$ cat config.mk
export PLATFORM = sky130hd
export DESIGN_NAME = rng_param_gen
export DESIGN_NICKNAME = d
export VERILOG_FILES = /design/src/rtl/rng_pkg.sv /design/src/rtl/rng_next_val.sv /design/src/rtl/rng_param_gen.sv
export SDC_FILE = /design/constraint.sdc
export NUM_CORES = 1
export LEC_CHECK = 0
export BUFFER_PORTS_ARGS = -buffer_cell sky130_fd_sc_hd__buf_4
export CAP_MARGIN = 40
export CELL_PAD_IN_SITES_DETAIL_PLACEMENT = 1
export CELL_PAD_IN_SITES_GLOBAL_PLACEMENT = 2
export CORE_AREA = 5 5 50 69
export DETAILED_ROUTE_END_ITERATION = 12
export DIE_AREA = 0 0 55 74
export GPL_ROUTABILITY_DRIVEN = 0
export PLACE_DENSITY_LB_ADDON = 0.05
export SYNTH_ARGS = -nofsm -noshare
export SYNTH_HDL_FRONTEND = slang
export SYNTH_SLANG_ARGS = --single-unit
$ cat constraint.sdc
create_clock -name clk -period 1.52 [get_ports clk]
set_input_delay 0.152 -clock clk [delete_from_list [all_inputs] [get_ports clk]]
set_output_delay 0.152 -clock clk [all_outputs]
set_load 0.05 [all_outputs]
$ cat src/rtl/rng_pkg.sv
// Shared FSM encodings, mode constants and the width type for rng_param_gen.
package rng_pkg;

    typedef enum logic [1:0] {
        ST_IDLE    = 2'd0,
        ST_HOLD    = 2'd1,
        ST_PRESENT = 2'd2
    } fsm_e;

    localparam logic MODE_CNT  = 1'b0;
    localparam logic MODE_LFSR = 1'b1;

    localparam int unsigned FSM_W = 2;

endpackage : rng_pkg

$ cat src/rtl/rng_next_val.sv
// Combinational next-state function: counter with wrap, or Galois LFSR step with zero-lock recovery.
module rng_next_val
    import rng_pkg::*;
#(
    parameter int unsigned     WIDTH     = 4,
    parameter int unsigned     MAX_VAL   = 9,
    parameter logic [WIDTH-1:0] LFSR_TAPS = WIDTH'(4'b1100),
    parameter logic [WIDTH-1:0] SEED      = WIDTH'(1)
) (
    input  logic [WIDTH-1:0] cur,
    input  logic             mode,
    output logic [WIDTH-1:0] nxt
);

    localparam logic [WIDTH-1:0] MAX_V = WIDTH'(MAX_VAL);

    // Counter wraps to zero at or above the bound; LFSR escapes the all-zero lock via SEED.
    always_comb begin
        nxt = '0;
        if (mode == MODE_LFSR) begin
            if (cur == '0) begin
                nxt = SEED;
            end else begin
                nxt = (cur >> 1) ^ (cur[0] ? LFSR_TAPS : '0);
            end
        end else begin
            nxt = (cur >= MAX_V) ? '0 : cur + WIDTH'(1);
        end
    end

endmodule : rng_next_val

$ cat src/rtl/rng_param_gen.sv
// Button-driven random number generator: advances while the button is held, presents the value on release.
module rng_param_gen
    import rng_pkg::*;
#(
    parameter int unsigned      WIDTH     = 4,
    parameter int unsigned      MAX_VAL   = 9,
    parameter logic [WIDTH-1:0] LFSR_TAPS = WIDTH'(4'b1100),
    parameter logic [WIDTH-1:0] SEED      = WIDTH'(1),
    parameter logic [WIDTH-1:0] RESET_VAL = WIDTH'(0)
) (
    input  logic             clk,
    input  logic             rst,
    input  logic             buttonPush,
    input  logic             mode,
    input  logic             seedLoad,
    input  logic [WIDTH-1:0] seedVal,
    input  logic             rngAck,
    output logic [WIDTH-1:0] rngOut,
    output logic             rngValid,
    output logic             busy,
    output logic             overrun
);

    fsm_e             fsm_q;
    fsm_e             fsm_d;
    logic             mode_q;
    logic [WIDTH-1:0] state_q;
    logic [WIDTH-1:0] next_val;
    logic [WIDTH-1:0] seed_eff;
    logic             capture_c;
    logic             ack_take_c;
    logic             ovr_set_c;

    rng_next_val #(
        .WIDTH     (WIDTH),
        .MAX_VAL   (MAX_VAL),
        .LFSR_TAPS (LFSR_TAPS),
        .SEED      (SEED)
    ) u_next (
        .cur  (state_q),
        .mode (mode_q),
        .nxt  (next_val)
    );

    // A zero seed would lock the LFSR, so substitute the recovery value in LFSR mode.
    assign seed_eff = ((mode_q == MODE_LFSR) && (seedVal == '0)) ? SEED : seedVal;

    // Busy is a pure decode of the registered FSM state.
    assign busy = (fsm_q == ST_HOLD);

    // State register: seed load beats advance, advance runs in every FSM state.
    always_ff @(posedge clk) begin
        if (rst) begin
            state_q <= RESET_VAL;
        end else if (seedLoad) begin
            state_q <= seed_eff;
        end else if (!buttonPush) begin
            state_q <= next_val;
        end
    end

    // FSM and mode registers; mode is only sampled while idle.
    always_ff @(posedge clk) begin
        if (rst) begin
            fsm_q  <= ST_IDLE;
            mode_q <= MODE_CNT;
        end else begin
            fsm_q <= fsm_d;
            if (fsm_q == ST_IDLE) begin
                mode_q <= mode;
            end
        end
    end

    // Next-state and per-cycle action strobes.
    always_comb begin
        fsm_d      = fsm_q;
        capture_c  = 1'b0;
        ack_take_c = 1'b0;
        ovr_set_c  = 1'b0;
        unique case (fsm_q)
            ST_IDLE: begin
                if (!buttonPush) begin
                    fsm_d = ST_HOLD;
                end
            end
            ST_HOLD: begin
                if (buttonPush) begin
                    fsm_d     = ST_PRESENT;
                    capture_c = 1'b1;
                end
            end
            ST_PRESENT: begin
                if (!buttonPush) begin
                    ovr_set_c = 1'b1;
                end
                if (rngAck) begin
                    ack_take_c = 1'b1;
                    fsm_d      = buttonPush ? ST_IDLE : ST_HOLD;
                end
            end
            default: begin
                fsm_d = ST_IDLE;
            end
        endcase
    end

    // Output registers: capture on release, clear valid on ack, sticky overrun.
    always_ff @(posedge clk) begin
        if (rst) begin
            rngOut   <= '0;
            rngValid <= 1'b0;
            overrun  <= 1'b0;
        end else begin
            if (capture_c) begin
                rngOut   <= state_q;
                rngValid <= 1'b1;
            end else if (ack_take_c) begin
                rngValid <= 1'b0;
            end
            if (ovr_set_c) begin
                overrun <= 1'b1;
            end
        end
    end

endmodule : rng_param_gen

==> summary.md, run 1 <==
| Metric | Value |
|---|---|
| Layout cells sized above 1 | 0.356 |
| CTS root buffer | clkbuf_8 |
| H-tree depth | 1 |
| CP Launch Type | flop |
| CORE AREA | about 2800 um2 |
| CP max stage delay | 0.34 ns |
| Cells after synthesis | between 70 and 80 |
| Port Buf Inserts | 16 |
| Starting density of the core | 0.255 |
| Initial antenna violation count | 0 |
| Grt total ovfl | 0 |
| Arrival time of the worst setup path | 1.56 ns |
| Post-DP HPWL | 1.56 mm |
| Drt drc | 0 |
| # setup viols final | 0 |
| Clock share of power | 0.332 |
| Final period utilization | 0.953 |
| Tot Pwr | 939 uW |
| Synthesis Warnings | 0 |
| Skew-Pair Late Insertion Delay | ~0.24 ns |
| Switching share of power | 0.298 |
| Relative slew margins | 0.730 |
| Post-synth top area share | 0.365 |
| Worst-path fanout max | 5 |
| Synth area leaders | dfxtp_1, nor2_1, mux2i_1, ha_1, a21oi_1 |
| Cell Area, Synth | 713 um2 |
| Clock Path Buffers | 2 |
| WHS | 0.148 ns |
| Setup slack at placement | -0.0576 ns |
| #FFs+latches synth | 13 |
| Hold Violations, Final | 0 |
| Int Pwr | between 600 and 700 uW |
| Fin. max-slew vios | 0 |
| Status | finished, final reports clean |
| RSZ-0062 raised after global routing | no |
| Avg Inst Size Synth | between 9 and 10 um2 |
| Distinct cell type count after synthesis | 33 |
| Synth-to-Final Area Change | 37.5% |
| Crit. End Element | flop |
| CTS buffer count | 3 |
| CTS tree | done |
| Register area share after synthesis | 0.365 |
| Max Fclk | 690 MHz |
| Die Span X | 55 um |
| Worst-margin pin slew | slightly above 0.4 ns |
| Clock Sinks | 13 |
| Commonest non-fill, non-tap cell in the layout | buf_4 |
| Wire length per cell | 14.7 um |
| Clock transition at path regs | 0.06 ns |
| Io pins | 17 |
| Hold crit path type | input port to flop |
| Final #Nets | 115 |
| Combinational power share | 0.250 |
| Static Leak | 0.425 nW |
| Chip height | around 74 um |
| CP Data Required Time | 1.63 ns |
| Psw | 280 uW |
| Starting DRT DRC Count | 2 |
| Max Cap Viol | 0 |
| Crit path max-delay cell type | dfxtp_2 |
| Vias in the first global route | 696 |
| Drt total wl | between 2 and 2.5 mm |
| Skew final | 0.000886 ns |
| Drt first pass iters | 2 |
| Syn nets | just over 90 |
| GRT Util Overall | 0.115 |
| Critical Path, Cell by Cell | inv_1 -> ha_2 -> nor2b_4 -> o2bb2ai_4 -> a311oi_1 -> o32ai_1 |
| CP Class | flop to flop |
| Die area | 4070 um2 |
| Sequential Power Share | 0.418 |
| Setup slack after layout | 0.0710 ns |
| Period minus WS final | 1.45 ns |
| First-pass GRT wire length | 3.33 mm |
| PD cells | between 900 and 1000 nW/um2 |
| VDD IR max | 349 uV |
| Most frequent cells in the layout | buf_4, nor2_1, dfxtp_1 |
| Via Count | 669 |
| Vias per Instance | 4.85 |
| Yosys top cell by area | dfxtp_1 |
| Pin count of the biggest net entering global routing | 16 |
| Final ANT Viol Nets | 0 |
| FP Rows | 23 |
| Ant. Diodes | 0 |
path summary, 6_finish.rpt:
path / cells after the start / startpoint / end / slack (ns)
worst min register to register: 2 / overrun / overrun / 0.48
worst max-delay path: 6 / state_q[0] / state_q[2] / 0.07
worst min-delay path: 2 / buttonPush / fsm_q[0] / 0.15
worst max register to register: 6 / state_q[0] / state_q[2] / 0.07
cell usage after synthesis:
master,n
a2111oi_2,1
a211o_1,1
a211oi_1,2
a21o_1,1
a21oi_1,7
a221oi_2,1
a311oi_1,1
a31o_2,1
buf_2,1
buf_6,1
clkbuf_1,1
dfxtp_1,13
ha_1,3
inv_1,3
mux2_4,1
mux2i_1,4
nand2_1,3
nand2b_1,1
nand3_1,1
nand3b_1,1
nor2_1,13
nor2b_1,5
nor2b_2,1
nor3_1,1
nor3b_1,2
nor4b_1,2
o21a_1,1
o21ai_0,1
o21bai_1,1
o2bb2ai_2,1
o32ai_1,1
o41ai_1,1
or3_1,1
layer usage:
metal  track usage  vias up  wire (um)  part of all wire
met1         0.130      322        824              0.41
met4        0.0568        0         48             0.024
met5             0        -          0                 0
li1              -      328          -                 -
met2         0.200       15       1080              0.53
met3        0.0180        4         75             0.037
timing repair:
item,in CTS,in global routing
setup buffers,1,0
endpoints found under the hold margin,0,0
pin swaps,3,5
hold buffers,0,0
endpoints found under the setup margin,1,3
cloned,0,0
gates resized for setup,5,3
power by group through the flow:
stage | registers [mW] | logic, mW | clock network (mW)
finish | 0.393 | 0.234 | 0.312
global route | 0.397 | 0.254 | 0.338
CTS | 0.392 | 0.242 | 0.323
detailed placement | 0.396 | 0.219 | 0
global placement | 0.396 | 0.217 | 0
floorplan | 0.411 | 0.119 | 0
flip-flops by register name, summed over array words and instances (netlist names):
name / count
rngOut: 4
overrun: 1
state_q: 4
fsm_q: 2
mode_q: 1
rngValid: 1
area by class of cell:
type                       instances  area [um2]
tap                               37        46.3
fill                             343        1810
clock buffer                       4        45.0
timing repair buffer              21         161
multi-input combinational         60         455
inverter                           3        11.3
sequential                        13         262
critical path, delay by kind of cell, from the launching register on:
family	cells	cell delay, ns
DFF	1	0.34
AOI/OAI and AO/OA	3	0.61
adders and majority gates	1	0.18
buffers and inverters	1	0.05
and+or+nand+nor	1	0.14
kinds of logic after synthesis:
logic type | count (synthesis) | share of synthesized area
mux | 5 | 0.0772
buf+inv | 6 | 0.0438
compound gates | 21 | 0.233
flops | 13 | 0.365
simple gates | 31 | 0.228
fa+ha+maj | 3 | 0.0526
stage by stage:
step / instance area, um2 / instances / util / setup TNS, ns
2_1_floorplan: 721 / 79 / - / 0
3_3_place_gp: 905 / 134 / 0.324 / -0.0316
3_5_place_dp: 905 / 134 / 0.324 / -0.0576
4_1_cts: 985 / 139 / 0.353 / 0
5_1_grt: 981 / 138 / 0.351 / 0
6_report: 981 / 138 / 0.351 / 0
Power figures use the tool's default switching activity.
==> inputs of run 2 (changes only) <==
--- a/config.mk
+++ b/config.mk
@@ -13,7 +13,7 @@
 export DETAILED_ROUTE_END_ITERATION = 12
 export DIE_AREA = 0 0 55 74
 export GPL_ROUTABILITY_DRIVEN = 0
-export PLACE_DENSITY_LB_ADDON = 0.05
+export PLACE_DENSITY_LB_ADDON = 0.1
 export SYNTH_ARGS = -nofsm -noshare
 export SYNTH_HDL_FRONTEND = slang
 export SYNTH_SLANG_ARGS = --single-unit
==> run 2 against run 1 <==
Sequential power hardly changed. First-iteration DRC count grew to 5.0 times the previous value. Worst hold slack better by 0.0091 ns. Clock skew is 0.0034 ns higher. Register-to-register slack better by 0.02 ns. Global-route usage is 0.11 points lower. Design area is 5.2% higher. Critical endpoint is now state_q[3]. Largest cell class unchanged. Highest routed layer unchanged.
==> summary.md, run 2 (same netlist as run 1, synthesis figures left out) <==
| Metric | Value |
|---|---|
| H-tree depth | 1 |
| Period minus WS final | 1.43 ns |
| Setup slack at placement | -0.0328 ns |
| Static Leak | 0.447 nW |
| Status | finished, final reports clean |
| Most frequent cells in the layout | buf_4, nor2_1, dfxtp_1 |
| Chip height | 74 um |
| Initial antenna violation count | 0 |
| Hold Violations, Final | 0 |
| First-pass GRT wire length | 3.28 mm |
| Hold crit path type | input port to flop |
| Wire length per cell | 15.6 um |
| Max Cap Viol | 0 |
| Pin count of the biggest net entering global routing | 16 |
| Final setup TNS | 0 ns |
| Via Count | 687 |
| # setup viols final | 0 |
| Die area | around 4100 um2 |
| CORE AREA | between 2000 and 3000 um2 |
| Worst-margin pin slew | 0.434 ns |
| R2r setup slk | 0.09 ns |
| Util after Layout | 0.370 |
| Setup slack after layout | 0.0866 ns |
| GRT Util Overall | 0.113 |
| Grt total ovfl | 0 |
| Starting DRT DRC Count | 10 |
| Skew-Pair Late Insertion Delay | 0.24 ns |
| Vias per Instance | roughly 4.9 |
| VDD IR max | ~460 uV |
| Drt total wl | 2.20 mm |
| RR Startpoint | state_q[3] |
| Worst-path fanout max | 8 |
| Skew final | 0.00424 ns |
| Post-DP HPWL | approximately 1.5 mm |
| Fill cells | around 340 |
| Worst Hold Launch | buttonPush |
| Vias in the first global route | 708 |
| Max Fclk | 698 MHz |
| Top Registers | rngOut x4, state_q x4, fsm_q x2 |
| Cell depth of the worst flop-to-flop path | 4 |
| CTS tree | done |
| CP Launch Type | flop |
| Arrival time of the worst setup path | 1.57 ns |
| Commonest non-fill, non-tap cell in the layout | buf_4 |
| Hold endpoint | fsm_q[0] |
| Relative slew margins | 0.710 |
| Clock Path Buffers | 2 |
| CP Data Required Time | around 1.7 ns |
| Final ANT Viol Nets | 0 |
| Drt first pass iters | 2 |
| Clock Sinks | 13 |
| Hold path cells | 2 |
| Drt drc | 0 |
| Layout cells sized above 1 | 0.413 |
| RR Endpoint | state_q[3] |
| Starting density of the core | 0.255 |
| Tot Pwr | 984 uW |
| CTS Hold Buffers Added | 0 |
| Final period utilization | 0.943 |
| Io pins | 17 |
| Fin. max-slew vios | 0 |
| PD cells | 954 nW/um2 |
| Synth-to-Final Area Change | 44.7% |
| CP Class | flop to flop |
| Final #Nets | 118 |
| Crit. End Element | flop |
| CTS root buffer | clkbuf_8 |
| Clock transition at path regs | ~0.060 ns |
| Ant. Diodes | 0 |
| CTS buffer count | 3 |
| Die Span X | 55 um |
| WHS | between 0.15 and 0.2 ns |
| Port Buf Inserts | 16 |
| FP Rows | 23 |
## run 2: changes by cell type in the layout (fill, tap and decap cells not counted), sizes merged
| cell | delta |
|---|---|
| buf | +3 |
## run 2: stage by stage
step	cell area, um2	instances
6_report	1030	141
5_1_grt	1030	141
4_1_cts	975	139
3_5_place_dp	912	135
3_3_place_gp	912	135
2_1_floorplan	721	79
## run 2: layout make-up
class	count	area, um2	share of cell area
well taps	37	46.3	0.0448
repair buffers	24	180	0.175
clock buffers	4	45.0	0.0436
inverters	3	11.3	0.0109
flip-flops and latches	13	263	0.255
multi-input cells	60	487	0.472
## run 2: worst max-delay path by stage
stage          startpoint          to  slack [ns]  cells past startpoint
3_5_place_dp   state_q[1]  state_q[1]       -0.03                      6
4_1_cts        state_q[0]  state_q[1]     0.00002                      6
2_1_floorplan  state_q[0]  state_q[2]        0.02                      6
6_report       state_q[3]  state_q[3]        0.09                      4
5_1_grt        state_q[3]  state_q[3]       -0.01                      4
3_3_place_gp   state_q[1]  state_q[1]       -0.02                      6
## run 2: repair_timing
| item | in CTS | in global routing |
|---|---|---|
| setup buffers | 0 | 2 |
| resized for setup | 3 | 10 |
| pin swaps | 0 | 6 |
| setup endpoints to repair | 2 | 4 |
## run 2: critical path: stages (launching register included)
cell      delay (ns)
dfxtp_1         0.58
nor2_1          0.10
mux2_4          0.30
a221oi_2        0.27
nor3_1          0.07
## run 2: routing by layer
metal / GRT usage / part of all wire / vias up
li1: - / - / 336
met1: 0.128 / 0.41 / 337
met2: 0.203 / 0.55 / 10
met3: 0.0180 / 0.027 / 4
met4: 0.0486 / 0.010 / 0
met5: 0 / 0 / -
## run 2: power breakdown
| group | switching (mW) | leakage [nW] | internal (mW) |
|---|---|---|---|
| combinational | 0.144 | 0.317 | 0.132 |
| sequential | 0.0299 | 0.107 | 0.363 |
| clock | 0.131 | 0.0228 | 0.185 |
| total | 0.304 | 0.447 | 0.680 |
